## src/rtl/imem_fetch_pkg.sv

```systemverilog
// ============================================================================
// Module      : imem_fetch_pkg
// Description : Shared types, constants and image word selector for imem_fetch.
// Revision    : 1.0 - initial release
// ============================================================================
`default_nettype none

package imem_fetch_pkg;

    localparam int WORDS = 16;
    localparam int IW    = 16;
    localparam int PC_W  = $clog2(WORDS);

    localparam logic [3:0] HALT_OP = 4'hF;

    typedef enum logic [1:0] {
        ST_IDLE  = 2'd0,
        ST_RUN   = 2'd1,
        ST_DRAIN = 2'd2,
        ST_HALT  = 2'd3
    } state_t;

    function automatic logic [IW-1:0] word_sel(input logic [WORDS*IW-1:0] img,
                                               input logic [PC_W-1:0]     idx);
        return img[int'(idx)*IW +: IW];
    endfunction

endpackage

`default_nettype wire

```

## src/rtl/imem_fetch_outreg.sv

```systemverilog
// ============================================================================
// Module      : imem_fetch_outreg
// Description : Output holding register toward decode (valid/ready, load, flush).
// Revision    : 1.0 - initial release
// ============================================================================
`default_nettype none

module imem_fetch_outreg
    import imem_fetch_pkg::*;
(
    input  logic            clk,
    input  logic            rst,
    input  logic            load,
    input  logic            flush,
    input  logic            instr_ready,
    input  logic [IW-1:0]   load_instr,
    input  logic [PC_W-1:0] load_pc,
    output logic            can_load,
    output logic            instr_valid,
    output logic [IW-1:0]   instr,
    output logic [PC_W-1:0] instr_pc
);

    logic            valid_q, valid_d;
    logic [IW-1:0]   instr_q, instr_d;
    logic [PC_W-1:0] pc_q, pc_d;

    always_ff @(posedge clk or posedge rst) begin
        if (rst) begin
            valid_q <= 1'b0;
            instr_q <= '0;
            pc_q    <= '0;
        end else begin
            valid_q <= valid_d;
            instr_q <= instr_d;
            pc_q    <= pc_d;
        end
    end

    // Flush only drops valid; the word itself is held until the next load.
    always_comb begin
        valid_d = valid_q;
        instr_d = instr_q;
        pc_d    = pc_q;
        if (flush) begin
            valid_d = 1'b0;
        end else if (load) begin
            valid_d = 1'b1;
            instr_d = load_instr;
            pc_d    = load_pc;
        end
    end

    assign can_load    = !valid_q || instr_ready;
    assign instr_valid = valid_q;
    assign instr       = instr_q;
    assign instr_pc    = pc_q;

endmodule

`default_nettype wire

```

## src/rtl/imem_fetch.sv

```systemverilog
// ============================================================================
// Module      : imem_fetch
// Description : Program-image fetch sequencer with redirect and halt handling.
//               Optional handshake counter enabled by macro FETCH_PERF_EN.
// Revision    : 1.0 - initial release
// ============================================================================
`default_nettype none

module imem_fetch
    import imem_fetch_pkg::*;
(
    input  logic                  clk,
    input  logic                  rst,
    input  logic [WORDS*IW-1:0]   prgm_words,
    input  logic                  start,
    input  logic                  redirect_valid,
    input  logic [PC_W-1:0]       redirect_addr,
    input  logic                  instr_ready,
`ifdef FETCH_PERF_EN
    output logic [7:0]            fetch_count,
`endif
    output logic                  instr_valid,
    output logic [IW-1:0]         instr,
    output logic [PC_W-1:0]       instr_pc,
    output logic                  halted
);

    state_t          state_q, state_d;
    logic [PC_W-1:0] pc_q, pc_d;
    logic            halted_q, halted_d;
    logic            load, flush, can_load;
    logic [IW-1:0]   cur_word;
    logic            cur_is_halt, handshake, start_ok;

    assign cur_word    = word_sel(prgm_words, pc_q);
    assign cur_is_halt = (cur_word[IW-1:IW-4] == HALT_OP);
    assign handshake   = instr_valid && instr_ready;
    assign start_ok    = start && ((state_q == ST_IDLE) || (state_q == ST_HALT));

    always_ff @(posedge clk or posedge rst) begin
        if (rst) begin
            state_q  <= ST_IDLE;
            pc_q     <= '0;
            halted_q <= 1'b0;
        end else begin
            state_q  <= state_d;
            pc_q     <= pc_d;
            halted_q <= halted_d;
        end
    end

    always_comb begin
        state_d = state_q;
        case (state_q)
            ST_IDLE, ST_HALT: if (start) state_d = ST_RUN;
            ST_RUN:   if (!redirect_valid && can_load && cur_is_halt) state_d = ST_DRAIN;
            ST_DRAIN: begin
                if (redirect_valid)  state_d = ST_RUN;
                else if (handshake)  state_d = ST_HALT;
            end
            default:  state_d = ST_IDLE;
        endcase
    end

    // Redirect outranks both fetch and halt completion.
    always_comb begin
        load     = 1'b0;
        flush    = 1'b0;
        pc_d     = pc_q;
        halted_d = halted_q;
        case (state_q)
            ST_IDLE, ST_HALT: begin
                if (start) begin
                    pc_d     = '0;
                    halted_d = 1'b0;
                end
            end
            ST_RUN: begin
                if (redirect_valid) begin
                    flush = 1'b1;
                    pc_d  = redirect_addr;
                end else if (can_load) begin
                    load = 1'b1;
                    pc_d = pc_q + 1'b1;
                end
            end
            ST_DRAIN: begin
                if (redirect_valid) begin
                    flush = 1'b1;
                    pc_d  = redirect_addr;
                end else if (handshake) begin
                    flush    = 1'b1;
                    halted_d = 1'b1;
                end
            end
            default: ;
        endcase
    end

    imem_fetch_outreg u_outreg (
        .clk         (clk),
        .rst         (rst),
        .load        (load),
        .flush       (flush),
        .instr_ready (instr_ready),
        .load_instr  (cur_word),
        .load_pc     (pc_q),
        .can_load    (can_load),
        .instr_valid (instr_valid),
        .instr       (instr),
        .instr_pc    (instr_pc)
    );

    assign halted = halted_q;

`ifdef FETCH_PERF_EN
    logic [7:0] fetch_count_q, fetch_count_d;

    always_ff @(posedge clk or posedge rst) begin
        if (rst) fetch_count_q <= '0;
        else     fetch_count_q <= fetch_count_d;
    end

    always_comb begin
        fetch_count_d = fetch_count_q;
        if (start_ok)
            fetch_count_d = '0;
        else if (handshake && (fetch_count_q != 8'hFF))
            fetch_count_d = fetch_count_q + 8'd1;
    end

    assign fetch_count = fetch_count_q;
`else
    logic unused_start_ok;
    assign unused_start_ok = start_ok;
`endif

endmodule

`default_nettype wire

```

## config.mk

```make
export PLATFORM = sky130hd
export DESIGN_NAME = imem_fetch
export DESIGN_NICKNAME = d
export VERILOG_FILES = /design/src/rtl/imem_fetch_pkg.sv /design/src/rtl/imem_fetch_outreg.sv /design/src/rtl/imem_fetch.sv
export SDC_FILE = /design/constraint.sdc
export NUM_CORES = 1
export LEC_CHECK = 0
export ABC_AREA = 1
export CAP_MARGIN = 20
export CORE_AREA = 3 3 112 114
export DETAILED_ROUTE_END_ITERATION = 6
export DIE_AREA = 0 0 115 117
export HOLD_SLACK_MARGIN = 0.12
export PLACE_DENSITY = 0.88
export SLEW_MARGIN = 20
export SYNTH_ARGS = -nofsm -noshare
export SYNTH_HDL_FRONTEND = slang
export SYNTH_HIERARCHICAL = 1
export SYNTH_SLANG_ARGS = --single-unit
export TNS_END_PERCENT = 1
```

## constraint.sdc

```tcl
create_clock -name clk -period 2.1 [get_ports clk]
set_input_delay 0.63 -clock clk [delete_from_list [all_inputs] [get_ports clk]]
set_output_delay 0.63 -clock clk [all_outputs]
set_load 0.1 [all_outputs]
```

==> summary.txt <==
Pwr
  • Peak VDD IR: 797 uV
  • Leak: 3.12 nW
  • Power Dens Cells: 1280 mW/mm^2

GRT
  • First-pass GRT wire length: 27.6 mm
  • Total GRT Usage: 26.0%
  • Initial antenna violation count: 0
  • Pin count of the biggest net entering global routing: 75
  • Global route overflow: 0
  • Number of global-route vias before repair: 5,520

Synthesis
  • Net count after synthesis: 950
  • Ys flop type: dfrtp_1
  • Yosys top cell by area: dfrtp_1
  • Top post-synthesis cells by area: dfrtp_1, o21ai_0, nand2_1, nor2_1, o22ai_1
  • EDFF count, synth: 0
  • #FFs+latches synth: 28
  • Yosys warns: 6
  • Most common cell in the netlist: nand2_1
  • Yosys top cell area share: 18.5%
  • Cells after Synth: 681
  • Most frequent cells after synthesis: nand2_1, nor2_1, o21ai_0, nand3_1, o22ai_1
  • Post-Syn Area: 0.00378 sq mm
  • Synthesized area per cell: 5.56 sq um
  • Netlist cell types: 29
  • Asr flop ratio synth: 100%
  • Seq/Total Area, Yosys: 18.5%

Clocking
  • Max Root-Sink Buffers: 2
  • Worst-path clk slew: 0.07 ns
  • CTS tree: done
  • Root Driver: clkbuf_16
  • Setup Fix Bufs, Post-CTS: 0
  • Hold-fix buffers, CTS: 0
  • Clock sinks: 28
  • Clock Latency Late Sink: 0.26 ns
  • TritonCTS buffer count: 3
  • H-tree levels: 1

Setup path
  • Largest fanout on the critical path: 56
  • Critical path class: flop to flop
  • CP Launch Type: flop
  • CP arrival: 2.12 ns
  • Worst EP required: 2.30 ns
  • CP Capture Type: flop

Final layout
  • Area Growth Syn to Fin: 87.2%
  • Fin cells: 1,083
  • Fin area: 0.00708 sq mm
  • Ant diodes: 0
  • Layout Nets: 1,210
  • Layout cell share with drive strength beyond 1: 6.91%
  • Final core utilization: 61.5%

Timing
  • RSZ-0062 raised after global routing: false
  • Max Slew Vio Count: 0
  • Max Freq: 521 MHz
  • Min Clock Period, post-route: 1.92 ns
  • Slew @ Worst Pin: 0.381 ns
  • Clk_skew: 0.00212 ns
  • Minimum hold slack: 0.535 ns
  • Slew Limit Headroom: 74.6%
  • Period utilisation layout: 91.3%
  • Hold Violations, Final: 0
  • Setup violations, final: 0
  • Setup TNS: 0 ns

Floorplanning
  • Row cnt: 39
  • Starting Density: 32.9%
  • Ports: 287
  • Die Area: 0.0135 sq mm
  • Die height: 117 microns
  • Core Area: 0.0115 sq mm
  • Die Wd: 115 microns

Detailed routing
  • Starting DRT DRC Count: 401
  • Vias: 5,691
  • First-pass DRT Iterations: 5
  • DR DRC count: 0
  • Routed Antenna Nets: 0
  • Total length of routed wires: 18.5 mm
  • Via-to-Cell Ratio: 5.25
  • Detailed-route wire length per cell: 17.1 microns

Placement
  • Post-DP Area: 0.00699 sq mm
  • # port buffers: 286
  • Placer Congestion: 0.965
  • HPWL Detailed: 14.9 mm
  • Placed instance count: 1,079

Outcome
  • Run status: finished clean

Flow run
  • Max-cap viol count: 0

Min path
  • Worst hold path class: flop to flop
metrics by stage:
| step | setup slack [ns] | power (mW) |
|---|---|---|
| after floorplan | 0.218 | 5.90 |
| after global placement | -0.0132 | 8.53 |
| after detailed placement | -0.0740 | 8.64 |
| after CTS | 0.153 | 9.13 |
| after global routing | 0.0220 | 9.77 |
| final | 0.182 | 9.08 |
where the power goes:
group          internal, mW  total, mW  switching (mW)  leakage (nW)
combinational          2.82       7.55            4.74          2.72
clock                 0.292      0.474           0.182        0.0442
sequential            0.787       1.05           0.267         0.356
layout by cell type (no fill, tap or decap), drive strengths merged, types with 4 or more instances in the layout:
cell	count
nor2	122
o211ai	5
dfrtp	28
o21ai	120
clkbuf	4
inv	53
o22ai	58
buf	49
ha	4
clkdlybuf4s50	264
nand3	67
a22oi	5
a21oi	14
nand2	140
sequential cells by signal, summed over array words and instances (netlist names):
register,cells
u_outreg/instr,16
pc_q,4
u_outreg/instr_pc,4
state_q,2
halted,1
u_outreg/instr_valid,1
worst max-delay path, stage by stage (launching register included):
cell	delay [ns]
dfrtp_4	0.52
inv_4	0.18
buf_12	0.25
o21ai_0	0.14
o22ai_1	0.18
o21ai_0	0.15
o22ai_1	0.24
nand3_1	0.10
nand2_1	0.08
final timing paths:
check,startpoint,to,slack [ns],depth (start not counted)
setup / recovery,pc_q[0],u_outreg/instr[5],0.18,8
hold / removal,u_outreg/instr[6],u_outreg/instr[6],0.53,2
hold reg to reg,u_outreg/instr[6],u_outreg/instr[6],0.53,2
setup reg to reg,pc_q[0],u_outreg/instr[5],0.18,8
max in group asynchronous,rst,u_outreg/instr[9],1.13,3
min in group asynchronous,rst,pc_q[2],0.64,2
area by class of cell:
cell class / count / area, sq um
inverters: 55 / 210
fillers: 1068 / 4430
clock buffers: 4 / 88.8
well taps: 143 / 179
flip-flops and latches: 28 / 706
repair buffers: 313 / 3360
multi-input cells: 540 / 2540
routing by layer:
metal  up-vias  part of all wire (%)  GRT usage (%)  wire length [microns]
met5         -                     0              0                      0
met4         0                   3.1           7.51                    578
met3        40                   8.4           5.81                   1560
met2       279                    52           50.6                   9640
met1      2570                    36           28.0                   6750
li1       2802                     -              -                      -
cell families after synthesis:
family,Yosys count,share of synthesized area [%]
buf+inv,113,14.5
xor+xnor,1,0.232
flops,28,18.5
simple gates,332,35.7
compound gates,203,29.8
fa+ha+maj,4,1.32
timing repair:
| item | 4_1_cts | 5_1_grt |
|---|---|---|
| gates resized for setup | 0 | 1 |
| endpoints found under the hold margin | 0 | 0 |
| setup endpoints to repair | 0 | 1 |
No activity file was read; power rests on OpenSTA's default activity.
==> RTL edit 1 (same settings) <==
Re-encode `state_t` (4 states) as one-hot, 4 bits wide.
--- a/src/rtl/imem_fetch_pkg.sv
+++ b/src/rtl/imem_fetch_pkg.sv
@@ -13,11 +13,11 @@
 
     localparam logic [3:0] HALT_OP = 4'hF;
 
-    typedef enum logic [1:0] {
-        ST_IDLE  = 2'd0,
-        ST_RUN   = 2'd1,
-        ST_DRAIN = 2'd2,
-        ST_HALT  = 2'd3
+    typedef enum logic [3:0] {
+        ST_IDLE  = 4'b0001,
+        ST_RUN   = 4'b0010,
+        ST_DRAIN = 4'b0100,
+        ST_HALT  = 4'b1000
     } state_t;
 
     function automatic logic [IW-1:0] word_sel(input logic [WORDS*IW-1:0] img,
Behaviour: same outputs for any inputs over 10 cycles, from zero or initial values and one cycle with rst high; not proved beyond that.
==> RTL edit 1 against the unedited design <==
Sequential cell count is 2 higher. Routed wire length is 2.3% higher. Critical endpoint is now state_q[3]$_DFFE_PP0P_. Final cell count shrank 0.18%. Synthesized area up 1.6%. Critical path depth up 5. Power decreased by 8.1%. Combinational power down 13%. Final area up 1.9%. Largest power group unchanged. Sequential power about the same. Setup slack gained 0.068 ns.
==> RTL edit 1: results (changes against the unedited design) <==
status: completed (unchanged)
syn nets: 937 (was 950)
Synth Flop Type: dfrtp_1 (unchanged)
antenna violations before repair: 0 (unchanged)
H-tree Lvls: 2 (was 1)
part of the Yosys area used for sequential elements: 19.57% (was 18.52%)
worst-path fanout max: 17 (was 56)
ANT cells: 0 (unchanged)
final std cells w/o fill: 1081 (was 1083)
Worst VDD drop: 0.5451 mV (was 0.7969 mV)
dpl hpwl: 15130 µm (was 14880 µm)
routability cong.: 0.9089 (was 0.9650)
clk buf depth: 2 (unchanged)
Num CTS Buffers: 5 (was 3)
Crit-path slowest cell: dfrtp_4 (unchanged)
root buf cell: clkbuf_16 (unchanged)
Synth area leaders: dfrtp_1 (19%), nand2_1 (16%), o21ai_0 (13%) (was dfrtp_1 (19%), o21ai_0 (15%), nand2_1 (14%))
CTS clock-pin slew for the worst setup and hold paths: 0.05 ns (was 0.07 ns)
mean area per synthesized cell: 5.726 µm² (was 5.556 µm²)
Initial DRT Pass Iterations: 5 (unchanged)
largest net degree at the start of global routing: 90 (was 75)
max reg flops: 16 (unchanged)
post-place setup slack: -0.005958 ns (was -0.07397 ns)
Leakage: 0.003153 µW (was 0.003124 µW)
Yosys cell types: 26 (was 29)
Final nets: 1203 (was 1210)
DR iter-0 viols: 327 (was 401)
synth cell count leaders: nand2_1 (159), nor2_1 (109), o21ai_0 (100), nand3_1 (84), o221ai_1 (43) (was nand2_1 (138), nor2_1 (122), o21ai_0 (114), nand3_1 (66), o22ai_1 (58))
total global-route track usage: 26.98% (was 26.02%)
share of layout cells above drive strength 1: 8.529% (was 6.915%)
worst-margin pin slew: 0.5008 ns (was 0.3814 ns)
dpl cell area: 7068 µm² (was 6992 µm²)
Worst-Skew Late Latency: 0.28 ns (was 0.26 ns)
vias in the first global route: 5581 (was 5520)
CP arrival: 2.02 ns (was 2.12 ns)
Critical Path Max Stage Delay: 0.50 ns (was 0.52 ns)
first-pass GRT wire length: 28630 µm (was 27620 µm)
vias per cell: 5.353 (was 5.255)
final WL: 18950 µm (was 18530 µm)
clock skew: 0.003400 ns (was 0.002118 ns)
==> RTL edit 1: report_power, final <==
part	switching, µW	total, µW	internal (µW)
logic	4150	6570	2420
registers	239	1050	813
clock network	256	725	468
==> RTL edit 1: timing repair <==
action	in CTS	in global routing
endpoints found under the setup margin	0	1
setup buffers	0	0
resized for setup	0	1
==> RTL edit 1: final timing paths <==
path | from | to | slack, ns | cells past startpoint
worst min-delay path | state_q[0]$_DFFE_PP1P_ | state_q[0]$_DFFE_PP1P_ | 0.49 | 2
max in group asynchronous | rst | state_q[0]$_DFFE_PP1P_ | 1.14 | 2
worst max-delay path | pc_q[0]$_DFFE_PP0P_ | state_q[3]$_DFFE_PP0P_ | 0.25 | 13
worst max register to register | pc_q[0]$_DFFE_PP0P_ | state_q[3]$_DFFE_PP0P_ | 0.25 | 13
min in group asynchronous | rst | state_q[2]$_DFFE_PP0P_ | 0.67 | 2
worst min register to register | state_q[0]$_DFFE_PP1P_ | state_q[0]$_DFFE_PP1P_ | 0.49 | 2
==> RTL edit 1: cell families after synthesis <==
kind of cell / count (synthesis) / share of synthesized area (%)
simple gates: 364 / 39.34
compound gates: 173 / 27.65
buf+inv: 103 / 13.12
flops: 30 / 19.57
fa+ha+maj: 1 / 0.3256
==> RTL edit 1: area by class of cell <==
type	count	area, µm²
fillers	1035	4295
repair buffers	316	3371
multi-input cells	538	2586
flip-flops and latches	30	758.2
well taps	143	178.9
inverters	46	175.2
clock buffers	6	138.9
clock inverters	2	12.51
==> RTL edit 1: stage by stage <==
stage	hold slack [ns]	utilization [%]
2_1_floorplan	0.4572	-
3_3_place_gp	0.4821	61.38
3_5_place_dp	0.4861	61.38
4_1_cts	0.4943	62.69
5_1_grt	0.5254	62.70
6_report	0.4888	62.70
==> RTL edit 1: critical path, delay by kind of cell, from the launching register on <==
| kind | cells | cell delay, ns |
|---|---|---|
| buf+inv | 2 | 0.42 |
| flops | 1 | 0.50 |
| simple gates | 11 | 0.79 |
==> RTL edit 1: layer usage <==
layer	track usage, %	share of wire (%)	vias up	wire length, µm
met4	9.155	3.6	0	679
met5	0	0	-	0
met1	31.60	38	2630	7203
li1	-	-	2814	-
met3	6.170	9.1	45	1729
met2	48.53	49	298	9338
==> RTL edit 2 (config.mk and constraints unchanged) <==
Without the edit above. The package constant `IW` goes from 16 to 17.
--- a/src/rtl/imem_fetch_pkg.sv
+++ b/src/rtl/imem_fetch_pkg.sv
@@ -8,7 +8,7 @@
 package imem_fetch_pkg;
 
     localparam int WORDS = 16;
-    localparam int IW    = 16;
+    localparam int IW    = 17;
     localparam int PC_W  = $clog2(WORDS);
 
     localparam logic [3:0] HALT_OP = 4'hF;
Ports: changed (resized instr and prgm_words); port bits go from 287 to 304. The function was not compared with the original's and may differ.
==> RTL edit 2 against the unedited design <==
Register-to-register slack got worse by 0.06 ns. Sequential power is 6% higher. Sequential cell count increased by 1. Power increased by 4.9%. Combinational power grew 2%. Critical path depth fell by 2. Setup slack got worse by 0.069 ns. Critical endpoint is now u_outreg/instr[7]$_DFFE_PP0P_. Synthesized area grew 4.0%. First-iteration DRC count up 4.5%. Routed wire length grew 5.6%. Final cell count grew 4.3%. Count of clock-buffer cells in the layout is 3 higher. Final area rose by 5.9%. Fmax fell by 3.5%.
==> RTL edit 2: results (changes against the unedited design) <==
status: completed (unchanged)
vias in the first global route: 5648 (was 5520)
clock skew: 0.005137 ns (was 0.002118 ns)
syn nets: 997 (was 950)
DR iter-0 viols: 419 (was 401)
CP arrival: 2.20 ns (was 2.12 ns)
H-tree Lvls: 2 (was 1)
total global-route track usage: 27.00% (was 26.02%)
synth cell count leaders: nor2_1 (144), o21ai_0 (131), nand2_1 (125), nand3_1 (67), o22ai_1 (67) (was nand2_1 (138), nor2_1 (122), o21ai_0 (114), nand3_1 (66), o22ai_1 (58))
max reg flops: 17 (was 16)
part of the Yosys area used for sequential elements: 18.44% (was 18.52%)
per-cell routed wire length: 17.32 µm (was 17.11 µm)
dpl cell area: 7326 µm² (was 6992 µm²)
Num CTS Buffers: 5 (was 3)
vias per cell: 5.188 (was 5.255)
share of layout cells above drive strength 1: 6.890% (was 6.915%)
Int Power: 4202 µW (was 3895 µW)
worst-path fanout max: 15 (was 56)
worst-margin pin slew: 0.5133 ns (was 0.3814 ns)
Final nets: 1272 (was 1210)
Yosys cell types: 26 (was 29)
Leakage: 0.003284 µW (was 0.003124 µW)
dpl hpwl: 15550 µm (was 14880 µm)
post-place setup slack: -0.1164 ns (was -0.07397 ns)
first-pass GRT wire length: 28430 µm (was 27620 µm)
largest net degree at the start of global routing: 99 (was 75)
post-synthesis adder-cell area fraction: 1.272% (was 1.323%)
IO Port Bufs: 303 (was 286)
Worst VDD drop: 0.8947 mV (was 0.7969 mV)
## RTL edit 2: changes by cell type in the layout (fill, tap and decap cells not counted), moves of 3 or more
| cell | delta |
|---|---|
| a21oi_1 | -8 |
| nand2_1 | -13 |
| clkbuf_16 | +3 |
| o21ai_0 | +17 |
| o22ai_1 | +9 |
| clkdlybuf4s50_1 | +16 |
| a22oi_1 | -4 |
| buf_4 | -3 |
| nor2_1 | +22 |
| o21ai_1 | +3 |
## RTL edit 2: critical path: stages
cell and delay [ns]:
clkdlybuf4s50_1 0.47, or2_2 0.34, nor2_1 0.24, buf_4 0.27, nand3_1 0.14, nand2_1 0.09
## RTL edit 2: cell families (layout without fill, tap and decap cells)
family / after synthesis / count (layout)
xor+xnor: 1 / 1
compound gates: 219 / 219
simple gates: 343 / 343
buf+inv: 116 / 391
fa+ha+maj: 4 / 4
flops: 29 / 29
## RTL edit 2: power by group through the flow
stage          sequential, µW  clock [µW]  combinational (µW)
6_report                 1110         691                7720
5_1_grt                  1150         729                8350
4_1_cts                  1110         706                7640
3_5_place_dp             1110           0                7630
3_3_place_gp             1110           0                7560
2_1_floorplan            2260           0                3680
## RTL edit 2: layout make-up
class	instances	share of cell area, %
tap	143	2.385
sequential	29	9.741
inverter	54	2.719
clock buffer	7	1.902
multi-input combinational	567	35.38
timing repair buffer	330	47.87
## RTL edit 2: worst paths after layout
path | start | end | slack (ns) | cells past startpoint
min in group asynchronous | rst | pc_q[2]$_DFFE_PP0P_ | 0.62 | 2
worst max-delay path | redirect_valid | u_outreg/instr[7]$_DFFE_PP0P_ | 0.11 | 6
worst min register to register | state_q[1]$_DFFE_PP0P_ | state_q[1]$_DFFE_PP0P_ | 0.51 | 2
worst min-delay path | state_q[1]$_DFFE_PP0P_ | state_q[1]$_DFFE_PP0P_ | 0.51 | 2
max in group asynchronous | rst | u_outreg/instr[10]$_DFFE_PP0P_ | 1.11 | 3
worst max register to register | pc_q[0]$_DFFE_PP0P_ | u_outreg/instr[7]$_DFFE_PP0P_ | 0.12 | 9
## RTL edit 2: through the flow
step / utilization (%) / instances
floorplan: - / 712
global placement: 63.61 / 1122
detailed placement: 63.61 / 1122
CTS: 64.85 / 1129
global route: 65.13 / 1130
finish: 65.13 / 1130
## RTL edit 2: what timing repair did
item / 4_1_cts / 5_1_grt
endpoints found under the setup margin: 0 / 2
hold endpoints to repair: 0 / 0
gates resized for setup: 0 / 1
hold buffers: 0 / 0
setup buffers: 0 / 0
## RTL edit 2: per-layer routing
layer	track usage, %	part of all wire (%)	vias up
met5	0	0	-
met4	6.886	2.2	0
met3	4.627	7.7	32
met2	50.46	50	264
met1	31.94	40	2631
li1	-	-	2935
